[src/rtl/mobo_master_pkg.sv]
// Shared types and mobo handshake codes for the CPU-side motherboard bus master.
// The CTRL_*/STAT_* values mirror mobo_states.v so CPU and mobo agree on the encoding.
package mobo_master_pkg;

   typedef enum logic [2:0] {
      IDLE,
      WDATA,
      WAIT_IDLE,
      WAIT_DONE,
      RESP,
      NEXT
   } mm_state_t;

   localparam int unsigned CTRL_NONE  = 0;
   localparam int unsigned CTRL_READ  = 1;
   localparam int unsigned CTRL_WRITE = 2;

   localparam int unsigned STAT_IDLE  = 0;
   localparam int unsigned STAT_DONE  = 1;

endpackage

[src/rtl/mobo_timeout.sv]
// Wait-state watchdog: counts cycles while enabled, flags expiry once the count reaches TIMEOUT.
// One instance serves both mobo wait states; the master clears it on every wait-state entry.
module mobo_timeout #(
   parameter int unsigned TIMEOUT = 255
) (
   input  logic clk,
   input  logic rst,
   input  logic clr,
   input  logic en,
   output logic expired
);

   localparam int unsigned CW = (TIMEOUT < 1) ? 1 : $clog2(TIMEOUT + 1);

   logic [CW-1:0] count_q;

   assign expired = (count_q == CW'(TIMEOUT));

   // NOTE: sequential state uses non-blocking assignments so every flop samples pre-edge values.
   always_ff @(posedge clk) begin
      if (!rst) begin
         count_q <= '0;
      end else if (clr) begin
         count_q <= '0;
      end else if (en && !expired) begin
         count_q <= count_q + CW'(1);
      end
   end

endmodule

[src/rtl/cpu_mobo_master.sv]
// CPU-side motherboard bus master: takes one read/write burst request and runs the
// mobo_ctrl/mobo_stat handshake per beat with auto-increment and a timeout abort path.
module cpu_mobo_master
   import mobo_master_pkg::*;
#(
   parameter int unsigned WORD_WIDTH  = 16,
   parameter int unsigned LEN_WIDTH   = 4,
   parameter int unsigned ADDR_STRIDE = 1,
   parameter int unsigned TIMEOUT     = 255
) (
   input  logic                  clk,
   input  logic                  rst,
   input  logic                  req_valid,
   output logic                  req_ready,
   input  logic                  req_write,
   input  logic [WORD_WIDTH-1:0] req_addr,
   input  logic [LEN_WIDTH-1:0]  req_len,
   input  logic                  wr_valid,
   output logic                  wr_ready,
   input  logic [WORD_WIDTH-1:0] wr_data,
   output logic                  rsp_valid,
   input  logic                  rsp_ready,
   output logic [WORD_WIDTH-1:0] rsp_data,
   output logic                  rsp_last,
   output logic                  done,
   output logic                  err,
   output logic [WORD_WIDTH-1:0] mobo_ctrl,
   input  logic [WORD_WIDTH-1:0] mobo_stat,
   output logic [WORD_WIDTH-1:0] addr_out,
   output logic [WORD_WIDTH-1:0] mobodat_out,
   input  logic [WORD_WIDTH-1:0] mobodat_in
);

   localparam logic [WORD_WIDTH-1:0] C_NONE  = WORD_WIDTH'(CTRL_NONE);
   localparam logic [WORD_WIDTH-1:0] C_READ  = WORD_WIDTH'(CTRL_READ);
   localparam logic [WORD_WIDTH-1:0] C_WRITE = WORD_WIDTH'(CTRL_WRITE);
   localparam logic [WORD_WIDTH-1:0] S_IDLE  = WORD_WIDTH'(STAT_IDLE);
   localparam logic [WORD_WIDTH-1:0] S_DONE  = WORD_WIDTH'(STAT_DONE);
   localparam logic [WORD_WIDTH-1:0] STRIDE  = WORD_WIDTH'(ADDR_STRIDE);

   mm_state_t             state_q, state_d;
   logic                  write_q, write_d;
   logic [LEN_WIDTH-1:0]  len_q, len_d;
   logic [LEN_WIDTH-1:0]  beat_q, beat_d;
   logic [WORD_WIDTH-1:0] addr_q, addr_d;
   logic [WORD_WIDTH-1:0] wdat_q, wdat_d;
   logic [WORD_WIDTH-1:0] ctrl_q, ctrl_d;
   logic [WORD_WIDTH-1:0] rsp_data_q, rsp_data_d;
   logic                  rsp_valid_q, rsp_valid_d;
   logic                  rsp_last_q, rsp_last_d;
   logic                  done_q, done_d;
   logic                  err_q, err_d;
   logic                  req_ready_q, req_ready_d;
   logic                  wr_ready_q, wr_ready_d;

   logic timer_clr, timer_en, timer_expired;

   assign timer_en  = (state_q == WAIT_IDLE) || (state_q == WAIT_DONE);
   assign timer_clr = (state_d != state_q) &&
                      ((state_d == WAIT_IDLE) || (state_d == WAIT_DONE));

   mobo_timeout #(
      .TIMEOUT (TIMEOUT)
   ) u_timeout (
      .clk     (clk),
      .rst     (rst),
      .clr     (timer_clr),
      .en      (timer_en),
      .expired (timer_expired)
   );

   always_comb begin
      // NOTE: every next-state signal is defaulted first so no path through the case infers a latch.
      state_d     = state_q;
      write_d     = write_q;
      len_d       = len_q;
      beat_d      = beat_q;
      addr_d      = addr_q;
      wdat_d      = wdat_q;
      ctrl_d      = ctrl_q;
      rsp_data_d  = rsp_data_q;
      rsp_valid_d = rsp_valid_q;
      rsp_last_d  = rsp_last_q;
      done_d      = 1'b0;
      err_d       = 1'b0;

      case (state_q)
         IDLE: begin
            if (req_valid && req_ready_q) begin
               write_d = req_write;
               addr_d  = req_addr;
               len_d   = req_len;
               beat_d  = '0;
               state_d = req_write ? WDATA : WAIT_IDLE;
            end
         end
         WDATA: begin
            if (wr_valid) begin
               wdat_d  = wr_data;
               state_d = WAIT_IDLE;
            end
         end
         WAIT_IDLE: begin
            if (mobo_stat == S_IDLE) begin
               ctrl_d  = write_q ? C_WRITE : C_READ;
               state_d = WAIT_DONE;
            end else if (timer_expired) begin
               ctrl_d  = C_NONE;
               err_d   = 1'b1;
               state_d = IDLE;
            end
         end
         WAIT_DONE: begin
            // STAT_DONE is tested first so it wins over a coincident timeout.
            if (mobo_stat == S_DONE) begin
               ctrl_d = C_NONE;
               if (write_q) begin
                  state_d = NEXT;
               end else begin
                  rsp_data_d  = mobodat_in;
                  rsp_valid_d = 1'b1;
                  rsp_last_d  = (beat_q == len_q);
                  state_d     = RESP;
               end
            end else if (timer_expired) begin
               ctrl_d  = C_NONE;
               err_d   = 1'b1;
               state_d = IDLE;
            end
         end
         RESP: begin
            if (rsp_ready) begin
               rsp_valid_d = 1'b0;
               rsp_last_d  = 1'b0;
               state_d     = NEXT;
            end
         end
         NEXT: begin
            if (beat_q == len_q) begin
               done_d  = 1'b1;
               state_d = IDLE;
            end else begin
               addr_d  = addr_q + STRIDE;
               beat_d  = beat_q + LEN_WIDTH'(1);
               state_d = write_q ? WDATA : WAIT_IDLE;
            end
         end
         default: state_d = IDLE;
      endcase

      // Ready flags are registered from the state being entered so they line up with it.
      req_ready_d = (state_d == IDLE);
      wr_ready_d  = (state_d == WDATA);
   end

   always_ff @(posedge clk) begin
      if (!rst) begin
         state_q     <= IDLE;
         write_q     <= 1'b0;
         len_q       <= '0;
         beat_q      <= '0;
         addr_q      <= '0;
         wdat_q      <= '0;
         ctrl_q      <= C_NONE;
         rsp_data_q  <= '0;
         rsp_valid_q <= 1'b0;
         rsp_last_q  <= 1'b0;
         done_q      <= 1'b0;
         err_q       <= 1'b0;
         req_ready_q <= 1'b0;
         wr_ready_q  <= 1'b0;
      end else begin
         state_q     <= state_d;
         write_q     <= write_d;
         len_q       <= len_d;
         beat_q      <= beat_d;
         addr_q      <= addr_d;
         wdat_q      <= wdat_d;
         ctrl_q      <= ctrl_d;
         rsp_data_q  <= rsp_data_d;
         rsp_valid_q <= rsp_valid_d;
         rsp_last_q  <= rsp_last_d;
         done_q      <= done_d;
         err_q       <= err_d;
         req_ready_q <= req_ready_d;
         wr_ready_q  <= wr_ready_d;
      end
   end

   assign req_ready   = req_ready_q;
   assign wr_ready    = wr_ready_q;
   assign rsp_valid   = rsp_valid_q;
   assign rsp_data    = rsp_data_q;
   assign rsp_last    = rsp_last_q;
   assign done        = done_q;
   assign err         = err_q;
   assign mobo_ctrl   = ctrl_q;
   assign addr_out    = addr_q;
   assign mobodat_out = wdat_q;

endmodule

[config.mk]
export PLATFORM = sky130hd
export DESIGN_NAME = cpu_mobo_master
export DESIGN_NICKNAME = d
export VERILOG_FILES = /design/src/rtl/mobo_master_pkg.sv /design/src/rtl/mobo_timeout.sv /design/src/rtl/cpu_mobo_master.sv
export SDC_FILE = /design/constraint.sdc
export NUM_CORES = 1
export LEC_CHECK = 0
export BUFFER_PORTS_ARGS = -buffer_cell sky130_fd_sc_hd__buf_2
export CAP_MARGIN = 10
export CORE_MARGIN = 2
export CORE_UTILIZATION = 55
export CTS_BUF_LIST = sky130_fd_sc_hd__clkbuf_2 sky130_fd_sc_hd__clkbuf_4 sky130_fd_sc_hd__clkbuf_8
export DETAILED_ROUTE_END_ITERATION = 16
export PLACE_DENSITY = 0.91
export SLEW_MARGIN = 15
export SYNTH_ARGS = -nofsm -noshare
export SYNTH_HDL_FRONTEND = slang
export SYNTH_SLANG_ARGS = --single-unit
[constraint.sdc]
create_clock -name clk -period 4.05 [get_ports clk]
set_input_delay 0.405 -clock clk [delete_from_list [all_inputs] [get_ports clk]]
set_output_delay 0.405 -clock clk [all_outputs]
set_load 0.005 [all_outputs]
-- Word level (Yosys, flattened, before mapping)
Index checks and enable logic that the tools add are counted.
Widths: inputs -> output; s select.
- $add $sub $neg: 3
- equality and inequality tests: 17
- multiplexer cells: 34
- bitwise gates (word level): 2
- reduce and logical (&&, ||, !) cells: 19
- operators by type and width (kind ; count):
    $mux 16 ; 5
    $pmux 16 s2 ; 2
    $mux 3 ; 6
    $pmux 3 s6 ; 1
    $add 16x1->16 const B ; 1
    $eq 16x1->1 const B ; 1
    $logic_not 16->1 ; 1
    $eq 3x2->1 const B ; 4
    $mux 1 ; 10
    $add 8x1->8 const B ; 1
    $eq 8x8->1 const B ; 1
    $mux 2 ; 4
    $mux 4 ; 2
    $ne 2x2->1 const B ; 4
    $pmux 4 s2 ; 1
    $eq 3x1->1 const B ; 2
    $eq 3x3->1 const B ; 2
    $logic_not 3->1 ; 2
    $pmux 1 s2 ; 3
    $reduce_and 2->1 ; 3
    $reduce_and 3->1 ; 2
    $reduce_bool 2->1 ; 3
    $add 4x1->4 const B ; 1
    $eq 4x4->1 ; 1
    other kinds (8) ; 12
- register bits after elaboration: 90
- input port bits: 74
- output and inout bits: 70
- word-level logic and storage cells: 90

-- Longest topological paths before layout
Gate-level depths: netlist of the first run.
- depth in word-level cells: 8
- depth in mapped cells: 10
- gate-level depth less buffers: 7

-- Modules after synthesis
Synthesis of the first run repeated with hierarchy kept, for this count alone.
- cell total of the unflattened synthesis: 477
- area, all modules: 3961.3 µm²
- by module, submodules not included (module ; instances ; cells an instance ; area each (µm²) ; sequential area each (µm²)):
    cpu_mobo_master ; 1 ; 427 ; 3538.4 ; 1641.6
    mobo_timeout ; 1 ; 50 ; 422.9 ; 160.2

-- Least setup slack after synthesis of the first run
OpenSTA, ideal clock, no wires.
- kind: input -> register
- start: input mobo_stat[6]
- end: register wr_ready_q (netlist: wr_ready)
- setup time: 0.137 ns
- arrival time: 1.783 ns
- required time: 3.913 ns
- slack: 2.130 ns
- stages: 7
- buffers on the path: 1
- path through: nor4_1 > nand2_1 > or2_1 > nor4_2 > or4b_4 > buf_6 > nor4b_4
- cells in the longest elaborated chain, start to end: 4
- elaborated cells between the ends (all ways): 6
- classes of those cells: eq/ne (2); mux (3); reduce/logical (1)
- RTL lines (what ; RTL line ; text):
    start: declaration ; cpu_mobo_master.sv:28 ; input logic [WORD_WIDTH-1:0] mobo_stat,
    $eq 16x1->1 / $logic_not 16->1 (equally long branches) ; cpu_mobo_master.sv:115, cpu_mobo_master.sv:104 ;
    $mux 3 (on tied branches) ; cpu_mobo_master.sv:115, cpu_mobo_master.sv:104 ;
    $pmux 3 s6 * ; cpu_mobo_master.sv:87 ; case (state_q)
    $eq 3x1->1 * ; cpu_mobo_master.sv:153 ; wr_ready_d = (state_d == WDATA);
    end signal: assignment ; cpu_mobo_master.sv:186 ; wr_ready_q <= wr_ready_d;
    end: declaration ; cpu_mobo_master.sv:54 ; logic wr_ready_q, wr_ready_d;
Mark *: on every way between the ends. The rest lies on a longest branch, timed or not.
A chain may end at the register's enable or synchronous reset.

-- Final worst setup path of the first run
- start: register state_q[1]
- end: register rsp_last_q (netlist: rsp_last)
- cells in the longest elaborated chain, start to end: 3
- elaborated cells between the ends (all ways): 8
- classes of those cells: eq/ne (5); mux (1); reduce/logical (2)
- RTL lines (what ; RTL line ; text):
    start: declaration ; cpu_mobo_master.sv:41 ; mm_state_t state_q, state_d;
    start signal: assignment ; cpu_mobo_master.sv:173 ; state_q <= state_d;
    $eq 3x2->1 / $eq 3x3->1 (equally long branches) ; cpu_mobo_master.sv:87 ;
    $ne 2x1->1 (no source line) (tied with other cells) ; -- ;
    $reduce_and 4->1 (no source line) ; -- ;
    end signal: assignment ; cpu_mobo_master.sv:182 ; rsp_last_q <= rsp_last_d;
    end: declaration ; cpu_mobo_master.sv:50 ; logic rsp_last_q, rsp_last_d;
Parallel ways exist; a longest one is shown, timed or not.

==> results of run 1 <==
==> flip-flops by register name (all words and copies together) (netlist names) <==
signal and cells:
write_q 1, done 1, addr_out 16, len_q 4
rsp_data 16, state_q 3, wr_ready 1, rsp_valid 1
u_timeout.count_q 8, rsp_last 1, err 1, beat_q 4
mobo_ctrl 16, mobodat_out 16, req_ready 1
==> cells by family after synthesis <==
kind of cell             share of synthesized area (%)
buffers and inverters                            3.689
AND/OR/NAND/NOR                                  27.24
flip-flops                                       45.40
AO/OA/AOI/OAI                                    19.14
adder cells (fa/ha/maj)                         0.9459
XOR/XNOR                                         3.090
multiplexers                                    0.5044
==> where the power goes <==
part,internal [uW],switching (uW)
clock network,229,323
logic,80.0,85.4
registers,908,28.6
==> worst register-to-register path: stages, from the launching register on <==
cell	delay (ps)
dfxtp_1	480
and2b_1	280
nand3_1	150
nor3_1	490
nand2b_1	510
a41o_1	380
==> layout make-up <==
| cell class | instances | share of cell area [%] |
|---|---|---|
| Multi-Input combinational cell | 341 | 41.57 |
| Sequential cell | 90 | 36.95 |
| Timing Repair Buffer | 147 | 15.29 |
| Clock buffer | 10 | 2.694 |
| Tap cell | 96 | 2.463 |
| Clock inverter | 6 | 0.8981 |
| Inverter | 1 | 0.07698 |
| Antenna cell | 1 | 0.05132 |
==> routing by layer <==
layer | wire (um) | global-route usage, %
met2 | 4553 | 42.88
met3 | 768 | 7.018
met4 | 250 | 12.48
met1 | 4188 | 29.64
met5 | 0 | 0
==> synthesized netlist by cell type (all sizes together) (3+ instances only) <==
cell type,n
clkbuf,21
dfxtp,90
buf,11
o31ai,4
a31oi,5
xor2,12
nand2,103
nor2,34
o21ai,20
o221a,5
and4,3
nand4,11
ha,3
a21boi,39
nor3,4
nand3b,3
nand3,11
a21oi,20
and2,21
nor4,7
==> worst min-delay path by stage <==
stage	from	slack, ps	to
final	wr_data[8]	280	mobodat_out[8]$_SDFFE_PN0P_
after global placement	mobo_ctrl[11]$_SDFFE_PN0P_	440	mobo_ctrl[11]$_SDFFE_PN0P_
after global routing	req_len[2]	270	len_q[2]$_SDFFE_PN0P_
after floorplan	rsp_data[15]$_SDFFE_PN0P_	450	rsp_data[15]$_SDFFE_PN0P_
after CTS	wr_data[5]	270	mobodat_out[5]$_SDFFE_PN0P_
after detailed placement	mobo_ctrl[9]$_SDFFE_PN0P_	440	mobo_ctrl[9]$_SDFFE_PN0P_
==> stage by stage <==
step	worst slack [ps]	cell area (sq um)	hold slack, ps	utilization [%]
2_1_floorplan	2130	3969	451.4	-
3_3_place_gp	1659	4698	436.0	68.03
3_5_place_dp	1605	4698	438.1	68.03
4_1_cts	1627	4873	275.0	70.56
5_1_grt	1340	4876	274.4	70.60
6_report	1648	4876	282.3	70.60
==> run metrics, run 1 <==
TritonCTS buffer count 9; top fanout value on the critical path 18; Port Buffers around 140; RSZ-0062 raised after global routing false; H-tree levels 3; Sum Neg Setup Slack 0 ps; flops & latches, synth 90; Root Buffer clkbuf_8; Resize count post-CTS 0; Layout fillers between 500 and 600; EDFF count, synth 0; R2R Setup Slk ~1600 ps; die area 7911 sq um; routed vias/inst about 5.4; buffer levels on the longest clock path 2; TritonCTS clock tree yes; CORE AREA between 6000 and 7000 sq um; main flop type after synthesis dfxtp_1; floorplan row count 30; net count after synthesis 541; Vias 3757; Worst VDD drop ~0.24 mV; family with the most delay on the worst path simple AND/OR/NAND/NOR gates; cell taking the most area after synthesis dfxtp_1; 1st-pass router iterations 4; YS warnings 0; share of layout cells above drive strength 1 30.42%; LEAKAGE between 0.002 and 0.0025 uW; post-synthesis sequential area ratio 45.40%; vias in the first global route 3702; cell area after synthesis 3969 sq um; clk sinks 90; ratio of final minimum period to clock period 59.31%; top-area cell type share of the netlist area between 40% and 50%; Req. time, crit path 4300 ps; Synth cell types 60; fin cells 692; die height 88.95 um; worst r2r src state_q[1]$_SDFF_PN0_; Worst Hold Depth 3; Slew headroom 36.33%; I/O pin cnt between 100 and 150; Final Max Tran Viols 0; FFs w/ async S/R, synth 0%; placed wire-length estimate approximately 7000 um; critical path arrival about 2700 ps; status finished clean; largest cells by area after synthesis dfxtp_1 45%, nand2_1 9.7%, a21boi_0 7.2%, and2_1 3.2%, nor2_1 3.1%; final setup fails 0; GRT Overall Usage ~25%; DR iter-0 viols 240; residual DRC count 0; die width ~90 um; CP endpoint kind register; crit path time final 2402 ps; GPL Wtd Cong ~0.83; Synth-to-Final Area Change 22.86%; FF-to-FF path depth 5; antenna-violating nets left 0; grt ovf 0; CP startpoint state_q[1]$_SDFF_PN0_; Max-Cap Viols 0; Synth Area per Inst around 8.6 sq um; area occupied by multi-input gates about 2000 sq um; Initial Utilization between 50% and 60%; Post-CTS Repair Setup Buffers 0; antenna violations before repair 1; CTS Hold Bufs 0; Seq. cell area 1802 sq um; crit path launch type register; clk_lat worst skew ~360 ps; CTS clock-pin slew for the worst setup and hold paths approximately 90 ps; largest net degree at the start of global routing 39; fmax around 420 MHz; Mapped Cells around 460; Worst Path Buf+Inv 0; cells along the critical path and2b_1, nand3_1, nor3_1, nand2b_1, a41o_1; routed length per instance 14.11 um; clock skew 9.660 ps; WL final approximately 10000 um; final count of hold timing violations 0; dpl cells 675; global-route wire length before repair 15860 um; most frequent cells in the layout 143 x buf_2, 103 x nand2_1, 90 x dfxtp_1; worst-margin pin slew approximately 950 ps; crit path to rsp_last$_SDFFE_PN0P_; Power Density 339.3 nW/um^2; Reg-to-Reg End rsp_last$_SDFFE_PN0P_; Crit Path Class reg -> reg; Layout Nets ~670; total chip power ~1700 uW; Max stage delay on crit path between 500 and 600 ps; Crit-path slowest cell nand2b_1; Critical Path Stages 5; Hold Path Class in -> reg; most common cell after layout, fill and taps aside buf_2
No activity file was read; power rests on OpenSTA's default activity.
==> run 2, diff against run 1 <==
--- a/config.mk
+++ b/config.mk
@@ -8,10 +8,10 @@
 export BUFFER_PORTS_ARGS = -buffer_cell sky130_fd_sc_hd__buf_2
 export CAP_MARGIN = 10
 export CORE_MARGIN = 2
-export CORE_UTILIZATION = 55
+export CORE_UTILIZATION = 51
 export CTS_BUF_LIST = sky130_fd_sc_hd__clkbuf_2 sky130_fd_sc_hd__clkbuf_4 sky130_fd_sc_hd__clkbuf_8
 export DETAILED_ROUTE_END_ITERATION = 16
-export PLACE_DENSITY = 0.91
+export PLACE_DENSITY = 0.86
 export SLEW_MARGIN = 15
 export SYNTH_ARGS = -nofsm -noshare
 export SYNTH_HDL_FRONTEND = slang
==> constraint.sdc (replaced) <==
create_clock -name clk -period 2.3 [get_ports clk]
set_input_delay 0.23 -clock clk [delete_from_list [all_inputs] [get_ports clk]]
set_output_delay 0.23 -clock clk [all_outputs]
set_load 0.005 [all_outputs]
==> run 2 against run 1 <==
Compared with the run above:
- via count rose by 1.1%
- fmax rose by 18%
- cell area rose by 3.2%
- worst setup slack got worse by 1400 ps
- hold slack got worse by 170 ps
- global-route usage fell by 2.0 points
- non-clock buffer count rose by 8
- critical endpoint is now rsp_valid$_SDFFE_PN0P_
- sequential power rose by 76%
==> run metrics, run 2 (same netlist as run 1, synthesis figures left out) <==
die height 92.22 um; CP endpoint kind register; share of layout cells above drive strength 1 31.34%; CORE AREA around 7600 sq um; H-tree levels 3; clk sinks 90; crit path launch type register; R2R Setup Slk ~260 ps; Initial Utilization about 52%; worst r2r src state_q[2]$_SDFF_PN0_; most frequent cells in the layout 143 x buf_2, 103 x nand2_1, 90 x dfxtp_1; vias in the first global route roughly 3600; GPL Wtd Cong between 0.8 and 0.9; TritonCTS buffer count 9; routed vias/inst approximately 5.4; Resize count post-CTS 0; Top cell by count, worst path nand3_1; antenna violations before repair 0; die area between 8000 and 9000 sq um; DR iter-0 viols 170; residual DRC count 0; hold path start wr_data[15]; Slew headroom a little over half; CTS Hold Bufs 0; ANT cells 0; status finished clean; Hold Path End mobodat_out[15]$_SDFFE_PN0P_; Hold Path Class in -> reg; pre-CTS setup slack 222.9 ps; LEAKAGE roughly 0.0022 uW; I/O pin cnt between 100 and 150; CTS clock-pin slew for the worst setup and hold paths roughly 90 ps; Max-Cap Viols 0; clk_lat worst skew 350 ps; Post-CTS Repair Setup Buffers 0; total chip power 3333 uW; WL final a little under 10000 um; most common cell after layout, fill and taps aside buf_2; fmax 491.1 MHz; Max stage delay on crit path around 400 ps; worst setup margin 263.9 ps; Port Buffers approximately 140; Layout Nets around 680; final count of hold timing violations 0; GRT Overall Usage a little under a quarter; grt ovf 0; Layout fillers 657; global-route wire length before repair 16220 um; routed length per instance about 14 um; Crit Path Class reg -> reg; Power Density about 660 nW/um^2; RSZ-0062 raised after global routing false; crit path time final approximately 2000 ps; floorplan row count 32; Worst Hold Depth 3; Crit-path slowest cell dfxtp_1; antenna-violating nets left 0; critical path arrival 2280 ps; largest net degree at the start of global routing 64; cells along the critical path and2b_1, nand3_1, nor3_1, a21o_1, nand3_1, a31o_2; ratio of final minimum period to clock period about nine tenths; Root Buffer clkbuf_8; Req. time, crit path 2550 ps; clock skew just over 10 ps; placed wire-length estimate about 7100 um; worst-margin pin slew between 600 and 700 ps; buffer levels on the longest clock path 2; final setup fails 0; Final Max Tran Viols 0; FF-to-FF path depth 6; Vias approximately 3800; Reg-to-Reg End rsp_valid$_SDFFE_PN0P_; Sum Neg Setup Slack 0 ps; TritonCTS clock tree yes; die width about 90 um; Synth-to-Final Area Change 26.77%; 1st-pass router iterations 4; Worst VDD drop approximately 0.4 mV; top fanout value on the critical path 11
==> run 2: cell types whose count changed in the layout (fill, tap and decap cells not counted), sizes merged <==
cell	before	now
bufinv	0	4
clkinvlp	4	1
clkbuf	10	9
diode	1	0
buf	147	155
==> run 2: per-layer routing <==
metal / vias up / wire length, um / share of wire [%] / global-route usage (%)
met4: 0 / 219 / 2.2 / 9.701
li1: 1874 / - / - / -
met5: - / 0 / 0 / 0
met1: 1766 / 4293 / 44 / 28.60
met2: 139 / 4515 / 46 / 39.28
met3: 19 / 706 / 7.3 / 5.588
==> run 2: worst max path at each step <==
stage                                       from  slack [ps]                         end
5_1_grt                    state_q[1]$_SDFF_PN0_          70      rsp_valid$_SDFFE_PN0P_
3_5_place_dp                        mobo_stat[6]         220         wr_ready$_SDFF_PN0_
4_1_cts        u_timeout.count_q[0]$_SDFFE_PP0P_         230  mobo_ctrl[10]$_SDFFE_PN0P_
6_report                   state_q[2]$_SDFF_PN0_         260      rsp_valid$_SDFFE_PN0P_
2_1_floorplan             beat_q[3]$_SDFFE_PN0P_         400         wr_ready$_SDFF_PN0_
3_3_place_gp                        mobo_stat[6]         330   mobo_ctrl[5]$_SDFFE_PN0P_
==> run 2: power by group <==
| part | leakage (uW) | switching [uW] | internal, uW | total (uW) |
|---|---|---|---|---|
| combinational | 0.00136 | 155 | 147 | 301 |
| clock | 0.000129 | 553 | 831 | 1380 |
| sequential | 0.000728 | 49.0 | 1600 | 1650 |
==> run 2: critical path: cells and delay by family, from the launching register on <==
| family | cells | cell delay [ps] |
|---|---|---|
| AOI/OAI and AO/OA | 2 | 520 |
| and+or+nand+nor | 4 | 1020 |
| DFF | 1 | 410 |
==> run 2: final cells by class <==
type | count | area [sq um] | area share, %
multi-input combinational | 341 | 2027 | 40.29
sequential | 90 | 1802 | 35.81
timing repair buffer | 155 | 805.8 | 16.02
clock inverter | 7 | 141.4 | 2.810
tap | 102 | 127.6 | 2.537
clock buffer | 9 | 123.9 | 2.462
inverter | 1 | 3.754 | 0.07461
==> run 2: per-stage QoR <==
stage / instances / hold slack (ps) / util, % / instance area [sq um]
finish: 705 / 116.4 / 65.79 / 5031
detailed placement: 689 / 438.5 / 62.32 / 4766
floorplan: 464 / 364.8 / - / 3969
global route: 705 / 109.8 / 65.79 / 5031
global placement: 689 / 436.2 / 62.32 / 4766
CTS: 705 / 106.4 / 65.79 / 5031
==> run 3, diff against run 2 <==
--- a/config.mk
+++ b/config.mk
@@ -8,10 +8,10 @@
 export BUFFER_PORTS_ARGS = -buffer_cell sky130_fd_sc_hd__buf_2
 export CAP_MARGIN = 10
 export CORE_MARGIN = 2
-export CORE_UTILIZATION = 51
-export CTS_BUF_LIST = sky130_fd_sc_hd__clkbuf_2 sky130_fd_sc_hd__clkbuf_4 sky130_fd_sc_hd__clkbuf_8
+export CORE_UTILIZATION = 49
+export CTS_BUF_LIST = sky130_fd_sc_hd__clkbuf_16
 export DETAILED_ROUTE_END_ITERATION = 16
-export PLACE_DENSITY = 0.86
+export PLACE_DENSITY = 0.83
 export SLEW_MARGIN = 15
 export SYNTH_ARGS = -nofsm -noshare
 export SYNTH_HDL_FRONTEND = slang
==> run 3 against run 2 <==
Compared with the run above:
- total power is 9.6% higher
- die area is 3.9% higher
- largest power group is now clock
- cell count is 0.28% higher
- cell area is 2.0% higher
- highest routed layer unchanged
- worst setup slack better by 7.6 ps
- core utilization is 0.26 points higher
- clock skew is 3.6 ps lower
- clock power is 23% higher
- sequential power hardly changed
- via count is 1.9% higher
- clock-buffer cell count stayed put
- critical endpoint is now wr_ready$_SDFF_PN0_
==> run metrics, run 3 (same netlist as run 1, synthesis figures left out) <==
status finished clean; Hold Path End rsp_data[15]$_SDFFE_PN0P_; buffer levels on the longest clock path 2; Layout fillers 647; worst-margin pin slew 596.7 ps; antenna-violating nets left 0; vias in the first global route between 3000 and 4000; Synth-to-Final Area Change 29.26%; Worst VDD drop 0.4006 mV; CP endpoint kind register; floorplan row count 32; Crit Path Class reg -> reg; ratio of final minimum period to clock period ~88%; residual DRC count 0; Initial Utilization approximately half; Req. time, crit path ~2600 ps; grt ovf 0; Seq. cell area 1802 sq um; die height ~94 um; global-route wire length before repair between 15000 and 20000 um; Fin Hold WS ~120 ps; routed vias/inst about 5.5; LEAKAGE between 0.002 and 0.0025 uW; antenna violations before repair 0; dpl cell area between 4000 and 5000 sq um; WL final a little over 10000 um; die area ~9000 sq um; Final Instance Area 5130 sq um; DR iter-0 viols approximately 240; Max-Cap Viols 0; clk_lat worst skew ~350 ps; RSZ-0062 raised after global routing false; most frequent cells in the layout 143 x buf_2, 103 x nand2_1, 90 x dfxtp_1; fin cells between 700 and 800; Root Buffer clkbuf_16; most common cell after layout, fill and taps aside buf_2; clk sinks 90; worst r2r src state_q[0]$_SDFF_PN0_; largest net degree at the start of global routing 72; share of layout cells above drive strength 1 a little under a third; Worst Hold Depth 3; H-tree levels 3; Port Buffers approximately 140; final count of hold timing violations 0; CTS Hold Bufs 0; pre-CTS setup slack 317.9 ps; R2R Setup Slk 270 ps; Layout Nets between 600 and 700; GRT Overall Usage 23.06%; 1st-pass router iterations 5; fmax approximately 490 MHz; TritonCTS clock tree yes; Resize count post-CTS 0; TritonCTS buffer count 9; ANT cells 0; area occupied by multi-input gates approximately 2000 sq um; CORE AREA between 7000 and 8000 sq um; Hold Path Class in -> reg; Slew headroom about three fifths; Sum Neg Setup Slack 0 ps; Reg-to-Reg End wr_ready$_SDFF_PN0_; I/O pin cnt 144; crit path time final slightly above 2000 ps; Power Density just over 700 nW/um^2; final setup fails 0; Post-CTS Repair Setup Buffers 0; critical path arrival ~2300 ps; routed length per instance approximately 14 um; top fanout value on the critical path 16; placed wire-length estimate about 7100 um; Vias 3870; die width ~94 um; Final Max Tran Viols 0; worst setup margin about 270 ps; GPL Wtd Cong a little under 0.9; CTS clock-pin slew for the worst setup and hold paths 60 ps; crit path launch type register; hold path start mobodat_in[15]; FF-to-FF path depth 5; clock skew 6.666 ps; dpl cells approximately 690
[run 3: cell types whose count changed in the layout (fill, tap and decap cells not counted), sizes merged]
cell,change
buf,+2
bufinv,-1
clkinv,-1
inv,+2
[run 3: metrics by stage]
stage | power, uW | utilization [%]
after global routing | 3778 | 66.04
after floorplan | 1845 | -
after CTS | 3665 | 66.04
after global placement | 1972 | 61.55
after detailed placement | 1983 | 61.55
final | 3652 | 66.04
[run 3: power breakdown]
| group | switching, uW | leakage, uW | internal (uW) |
|---|---|---|---|
| logic | 153 | 0.00137 | 148 |
| registers | 54.7 | 0.000728 | 1600 |
| clock network | 627 | 0.000167 | 1070 |
| total | 835 | 0.00227 | 2820 |
[run 3: worst max-delay path by stage]
stage                           startpoint                   to  slack, ps  cells past startpoint
global route         state_q[0]$_SDFF_PN0_  wr_ready$_SDFF_PN0_         60                      5
CTS                  state_q[0]$_SDFF_PN0_  wr_ready$_SDFF_PN0_        290                      5
detailed placement  beat_q[3]$_SDFFE_PN0P_  wr_ready$_SDFF_PN0_        320                      5
floorplan           beat_q[3]$_SDFFE_PN0P_  wr_ready$_SDFF_PN0_        400                      6
finish               state_q[0]$_SDFF_PN0_  wr_ready$_SDFF_PN0_        270                      5
global placement    beat_q[3]$_SDFFE_PN0P_  wr_ready$_SDFF_PN0_        390                      5
[run 3: per-layer routing]
layer | vias to the layer above | share of wire, % | track usage, %
li1 | 1886 | - | -
met1 | 1810 | 43 | 29.99
met2 | 155 | 48 | 37.62
met3 | 19 | 7.6 | 4.494
met4 | 0 | 1.8 | 9.179
met5 | - | 0 | 0
[run 3: area by class of cell]
type,instances,share of cell area (%)
Multi-Input combinational cell,341,39.51
Sequential cell,90,35.12
Timing Repair Buffer,157,16.00
Clock buffer,9,4.390
Tap cell,102,2.488
Clock inverter,7,2.415
Inverter,1,0.07317
[run 3: critical path: stages (launching register included)]
cell and delay [ps]:
dfxtp_1 650, nor2_1 140, nand4b_1 170, o21ai_2 80
or4b_4 620, nor4b_4 280
